[src/rtl/cs_address_sequencer_pkg.sv]
// rtl/cs_address_sequencer_pkg.sv - shared mode encodings for the control-store address sequencer
package cs_address_sequencer_pkg;

   typedef enum logic [2:0] {
      MODE_NEXT   = 3'd0,
      MODE_JUMP   = 3'd1,
      MODE_DECODE = 3'd2,
      MODE_CJUMP  = 3'd3,
      MODE_CALL   = 3'd4,
      MODE_RETURN = 3'd5
   } cs_mode_e;

endpackage

[src/rtl/cs_return_stack.sv]
// rtl/cs_return_stack.sv - LIFO return-address stack with occupancy pointer and full/empty status
module cs_return_stack #(
   parameter int DEPTH = 4,
   parameter int WIDTH = 11
) (
   input  logic             clk,
   input  logic             rst_n,
   input  logic             push,
   input  logic             pop,
   input  logic [WIDTH-1:0] push_data,
   output logic [WIDTH-1:0] top,
   output logic             full,
   output logic             empty
);

   localparam int AW = $clog2(DEPTH);
   localparam int PW = AW + 1;

   logic [PW-1:0]    ptr;
   logic [AW-1:0]    top_idx;
   logic [WIDTH-1:0] mem [DEPTH];

   assign full    = (ptr == PW'(DEPTH));
   assign empty   = (ptr == '0);
   // Low bits wrap to DEPTH-1 when full, which is exactly the top slot.
   assign top_idx = ptr[AW-1:0] - AW'(1);
   assign top     = mem[top_idx];

   always_ff @(posedge clk or negedge rst_n) begin
      if (!rst_n) begin
         ptr <= '0;
      end else if (push && !full) begin
         ptr <= ptr + PW'(1);
      end else if (pop && !empty) begin
         ptr <= ptr - PW'(1);
      end
   end

   always_ff @(posedge clk) begin
      if (push && !full) begin
         mem[ptr[AW-1:0]] <= push_data;
      end
   end

endmodule

[src/rtl/cs_address_sequencer.sv]
// rtl/cs_address_sequencer.sv - micro-PC sequencer: next/jump/decode/conditional/call/return
module cs_address_sequencer
   import cs_address_sequencer_pkg::*;
#(
   parameter int Direction_BUS_WIDTH = 11,
   parameter int Decode_BUS_WIDTH    = 8,
   parameter int Condition_BUS_WIDTH = 4,
   parameter int Stack_DEPTH         = 4,
   parameter logic [Direction_BUS_WIDTH-1:0] Reset_VECTOR = '0,
   localparam int SEL_W = (Condition_BUS_WIDTH > 1) ? $clog2(Condition_BUS_WIDTH) : 1
) (
   input  logic                           CS_Sequencer_CLOCK_50,
   input  logic                           CS_Sequencer_RESET_InLow,
   input  logic                           CS_Sequencer_Stall_IN,
   input  logic [2:0]                     CS_Sequencer_Selection_IN,
   input  logic [Direction_BUS_WIDTH-1:0] CS_Sequencer_Jump_IN,
   input  logic [Decode_BUS_WIDTH-1:0]    CS_Sequencer_Decode_IN,
   input  logic [Condition_BUS_WIDTH-1:0] CS_Sequencer_Flags_IN,
   input  logic [SEL_W-1:0]               CS_Sequencer_CondSel_IN,
   input  logic                           CS_Sequencer_CondPol_IN,
   input  logic                           CS_Sequencer_ClearErr_IN,
   output logic [Direction_BUS_WIDTH-1:0] CS_Sequencer_Direccion_OUT,
   output logic                           CS_Sequencer_StackFull_OUT,
   output logic                           CS_Sequencer_StackEmpty_OUT,
   output logic                           CS_Sequencer_Overflow_OUT,
   output logic                           CS_Sequencer_Underflow_OUT
);

   localparam logic [SEL_W:0] COND_LIMIT = (SEL_W + 1)'(Condition_BUS_WIDTH);

   logic [Direction_BUS_WIDTH-1:0] pc;
   logic [Direction_BUS_WIDTH-1:0] next_pc;
   logic [Direction_BUS_WIDTH-1:0] inc_pc;
   logic [Direction_BUS_WIDTH-1:0] decode_pc;
   logic [Direction_BUS_WIDTH-1:0] stack_top;
   logic [Condition_BUS_WIDTH-1:0] flags_shifted;
   logic                           cond_taken;
   logic                           stack_push;
   logic                           stack_pop;
   logic                           stack_full;
   logic                           stack_empty;
   logic                           ovf_event;
   logic                           unf_event;
   logic                           ovf;
   logic                           unf;

   assign inc_pc        = pc + Direction_BUS_WIDTH'(1);
   assign flags_shifted = CS_Sequencer_Flags_IN >> CS_Sequencer_CondSel_IN;
   // An out-of-range flag index never takes the branch.
   assign cond_taken    = ({1'b0, CS_Sequencer_CondSel_IN} < COND_LIMIT) &&
                          (flags_shifted[0] == CS_Sequencer_CondPol_IN);

   always_comb begin
      decode_pc = '0;
      decode_pc[Direction_BUS_WIDTH-1]    = 1'b1;
      decode_pc[Decode_BUS_WIDTH+1:2]     = CS_Sequencer_Decode_IN;
   end

   always_comb begin
      next_pc    = pc;
      stack_push = 1'b0;
      stack_pop  = 1'b0;
      ovf_event  = 1'b0;
      unf_event  = 1'b0;
      if (!CS_Sequencer_Stall_IN) begin
         case (CS_Sequencer_Selection_IN)
            MODE_JUMP:   next_pc = CS_Sequencer_Jump_IN;
            MODE_DECODE: next_pc = decode_pc;
            MODE_CJUMP:  next_pc = cond_taken ? CS_Sequencer_Jump_IN : inc_pc;
            MODE_CALL: begin
               if (stack_full) begin
                  ovf_event = 1'b1;
               end else begin
                  stack_push = 1'b1;
                  next_pc    = CS_Sequencer_Jump_IN;
               end
            end
            MODE_RETURN: begin
               if (stack_empty) begin
                  unf_event = 1'b1;
               end else begin
                  stack_pop = 1'b1;
                  next_pc   = stack_top;
               end
            end
            default:     next_pc = inc_pc;
         endcase
      end
   end

   always_ff @(posedge CS_Sequencer_CLOCK_50 or negedge CS_Sequencer_RESET_InLow) begin
      if (!CS_Sequencer_RESET_InLow) begin
         pc  <= Reset_VECTOR;
         ovf <= 1'b0;
         unf <= 1'b0;
      end else if (!CS_Sequencer_Stall_IN) begin
         pc  <= next_pc;
         // A new error in the same cycle as the clear wins.
         ovf <= (ovf && !CS_Sequencer_ClearErr_IN) || ovf_event;
         unf <= (unf && !CS_Sequencer_ClearErr_IN) || unf_event;
      end
   end

   cs_return_stack #(
      .DEPTH (Stack_DEPTH),
      .WIDTH (Direction_BUS_WIDTH)
   ) u_return_stack (
      .clk       (CS_Sequencer_CLOCK_50),
      .rst_n     (CS_Sequencer_RESET_InLow),
      .push      (stack_push),
      .pop       (stack_pop),
      .push_data (inc_pc),
      .top       (stack_top),
      .full      (stack_full),
      .empty     (stack_empty)
   );

   assign CS_Sequencer_Direccion_OUT  = pc;
   assign CS_Sequencer_StackFull_OUT  = stack_full;
   assign CS_Sequencer_StackEmpty_OUT = stack_empty;
   assign CS_Sequencer_Overflow_OUT   = ovf;
   assign CS_Sequencer_Underflow_OUT  = unf;

endmodule
[config.mk]
export PLATFORM = sky130hd
export DESIGN_NAME = cs_address_sequencer
export DESIGN_NICKNAME = d
export VERILOG_FILES = /design/src/rtl/cs_address_sequencer_pkg.sv /design/src/rtl/cs_return_stack.sv /design/src/rtl/cs_address_sequencer.sv
export SDC_FILE = /design/constraint.sdc
export NUM_CORES = 1
export LEC_CHECK = 0
export BUFFER_PORTS_ARGS = -buffer_cell sky130_fd_sc_hd__buf_2
export CORE_MARGIN = 1
export CORE_UTILIZATION = 25
export CTS_CLUSTER_SIZE = 16
export DETAILED_ROUTE_END_ITERATION = 10
export SYNTH_ARGS = -nofsm -noshare
export SYNTH_HDL_FRONTEND = slang
export SYNTH_HIERARCHICAL = 1
export SYNTH_SLANG_ARGS = --single-unit
[constraint.sdc]
create_clock -name CS_Sequencer_CLOCK_50 -period 4.8 [get_ports CS_Sequencer_CLOCK_50]
set_input_delay 0.72 -clock CS_Sequencer_CLOCK_50 [delete_from_list [all_inputs] [get_ports CS_Sequencer_CLOCK_50]]
set_output_delay 0.72 -clock CS_Sequencer_CLOCK_50 [all_outputs]
set_load 0.02 [all_outputs]
==> impl_metrics.py <==
metrics = {
    "clock_network": {
        "clk_latency_ps": 320,
        "cts_made_buffers": 9,
        "hold_buffers": 0,
        "cts_tree": "built",
        "htreeDepth": 3,
        "cts_resized": 0,
        "cts_buffer_depth": 2,
        "root_buffer": "clkbuf_16",
        "path_clk_slew_ps": 50,
        "post_cts_buffers": 0,
        "clock_sinks": 60,
    },
    "power_and_ir_drop": {
        "p_leak_nw": 1.47,
        "p_comb_frac": 0.330,
        "p_clk_frac": 0.286,
        "power.internal_mw": 1.34,
        "p_switching_mw": 0.700,
        "power_density_nw_per_um2": 503,
        "vdd_drop_max_v": 0.000200,
        "seqPwrFrac": 0.385,
        "switching_share": 0.343,
    },
    "critical_path": {
        "path_class": "reg -> reg",
        "cp.required_ps": 4980,
        "path_max_fanout": 16,
        "cp-end-kind": "register",
        "cpPeakStageDelay_ps": 890,
        "cp-start-kind": "register",
        "crit_arrival_ps": 3530,
        "worstPathCellList": "inv_1 -> ha_1 -> nand2_1 -> inv_1 -> nor4_1 -> a21boi_2 -> inv_1 -> fa_1 -> or2_2 -> a21oi_1 -> a221oi_1",
        "path_common_cell": "inv_1",
        "slowest_stage": "dfrtp_1",
    },
    "floorplan": {
        "core_um2": 13300,
        "die_area_um2": 14200,
        "start_util": 0.258,
        "die_x_um": 119,
        "ios": 48,
        "die_height_um": 119,
        "rows": 42,
    },
    "timing": {
        "setup_viol_count_final": 0,
        "post-route-min-period_ps": 3360,
        "setup_tns_ps": 0,
        "fmax_mhz": 298,
        "worst_slew_pin_slew_ps": 1070,
        "slew_headroom": 0.283,
        "timing.hold.ws_ps": 328,
        "min_period_over_period": 0.699,
        "rsz0062_at_grt": "no",
        "slew_violations": 0,
        "hold_viol": 0,
        "clock_skew_ps": 10.2,
    },
    "synth": {
        "async_reset_ff_frac": 0.267,
        "synth_cell_type_count": 59,
        "syn-cell-area_um2": 3430,
        "yosysTopAreaCellShare": 0.386,
        "synth_top_cell_by_area": "edfxtp_1",
        "synthFlopType": "edfxtp_1",
        "netlist_instances": 284,
        "synthTopCellsByArea": "edfxtp_1, dfrtp_1, mux4_2",
        "synth_edf_count": 44,
        "ys_ff_latch": 60,
        "yosysSeqAreaShare": 0.502,
        "synth.net_count": 323,
        "ys_warn_count": 6,
        "syn_area_per_cell_um2": 12.1,
    },
    "global_route": {
        "grt_pass1_wl_um": 13800,
        "antenna_found_initial": 0,
        "gr-total-overflow": 0,
        "grt_max_degree": 30,
        "grt_pass1_vias": 2388,
        "grt_use_total": 0.127,
    },
    "drt": {
        "wl_per_cell_um": 17.1,
        "drt_wl_total_um": 8690,
        "post_drt_via_cell_ratio": 4.97,
        "post-route-drc-count": 0,
        "drtIter0Drc": 163,
        "first_pass_iters": 4,
        "via_count": 2526,
        "drtAntennaViolNets": 0,
    },
    "flow_run": {
        "drv_cap": 0,
    },
    "placement": {
        "io_buffers": 47,
        "dp_hpwl_um": 6260,
        "gp_congestion": 0.862,
    },
    "final_layout": {
        "layout_commonest_cell": "buf_2",
        "drive_gt1_frac": 0.259,
        "n_antenna_cell": 0,
        "syn_to_final_growth_pct": 18.5,
        "final_cell_mix": "buf_2, edfxtp_1, nor2_1, dfrtp_1, nand2_1",
        "nets": 366,
        "fin_util": 0.305,
    },
    "run_status": {
        "outcome": "finished clean",
    },
    "hold_path": {
        "hold_class": "in -> async",
    },
}
stage by stage:
| step | power (mW) | worst slack (ps) | cell area [µm²] | cells |
|---|---|---|---|---|
| floorplan | 1.26 | 1980 | 3430 | 284 |
| detailed placement | 1.47 | 1410 | 3790 | 492 |
| global route | 2.16 | 1080 | 4060 | 508 |
| CTS | 2.06 | 1410 | 4060 | 508 |
| finish | 2.04 | 1440 | 4060 | 508 |
| global placement | 1.45 | 1570 | 3790 | 492 |
cell families after synthesis:
group	after synthesis	synth area share
adder cells (fa/ha/maj)	6	0.0241
flip-flops	60	0.502
XOR/XNOR	13	0.0332
buffers and inverters	26	0.0398
AO/OA/AOI/OAI	70	0.157
multiplexers	21	0.108
AND/OR/NAND/NOR	88	0.136
final timing paths:
check | from | endpoint | slack, ps | depth (start not counted)
min reg2reg | CS_Sequencer_Overflow_OUT | CS_Sequencer_Overflow_OUT | 500 | 1
min in group CS_Sequencer_CLOCK_50 | CS_Sequencer_Overflow_OUT | CS_Sequencer_Overflow_OUT | 500 | 1
max | u_return_stack/ptr[0] | u_return_stack/ptr[2] | 1440 | 11
max reg2reg | u_return_stack/ptr[0] | u_return_stack/ptr[2] | 1440 | 11
min | CS_Sequencer_RESET_InLow | CS_Sequencer_Overflow_OUT | 330 | 1
max in group asynchronous | CS_Sequencer_RESET_InLow | u_return_stack/ptr[1] | 4170 | 1
cells in the mapped netlist (all sizes together) (5+ instances only):
| cell | instances |
|---|---|
| a2111oi | 5 |
| a21oi | 15 |
| ha | 5 |
| nand3 | 10 |
| nor2b | 5 |
| a221oi | 5 |
| or2 | 5 |
| nand2 | 16 |
| nor3 | 7 |
| o22ai | 8 |
| nand2b | 7 |
| nor2 | 17 |
| a32o | 5 |
| inv | 11 |
| mux2 | 5 |
| and2 | 6 |
| o21ai | 6 |
| dfrtp | 16 |
| xnor2 | 9 |
| edfxtp | 44 |
| mux2i | 5 |
| mux4 | 11 |
| buf | 11 |
power groups by stage:
stage / clock (mW) / sequential (mW) / combinational, mW
global route: 0.622 / 0.803 / 0.734
detailed placement: 0 / 0.797 / 0.670
global placement: 0 / 0.793 / 0.658
floorplan: 0 / 0.781 / 0.482
CTS: 0.599 / 0.788 / 0.675
finish: 0.583 / 0.786 / 0.673
final cells by class:
| type | instances | area (µm²) |
|---|---|---|
| timing repair buffer | 47 | 235 |
| sequential | 60 | 1720 |
| tap | 176 | 220 |
| clock inverter | 2 | 10.0 |
| inverter | 11 | 41.3 |
| fill | 1336 | 9230 |
| clock buffer | 14 | 264 |
| multi-input combinational | 198 | 1570 |
worst max-delay path: cells and delay by family, from the launching register on:
family	cells	cell delay, ps
AOI/OAI and AO/OA	3	550
adders and majority gates	2	750
buffers and inverters	3	330
DFF	1	890
and+or+nand+nor	3	700
routing by layer:
layer,part of all wire,vias up,routed length (µm),global-route usage
li1,-,1196,-,-
met2,0.49,61,4290,0.203
met4,0.0073,0,63,0.0443
met3,0.044,5,378,0.0216
met1,0.45,1264,3950,0.174
met5,0,-,0,0
flip-flops by register name, summed over array words and instances, names as in the netlist:
signal and count:
CS_Sequencer_Direccion_OUT 11, CS_Sequencer_Overflow_OUT 1, CS_Sequencer_Underflow_OUT 1, u_return_stack/mem 44, u_return_stack/ptr 3
No activity file was read; power rests on OpenSTA's default activity.
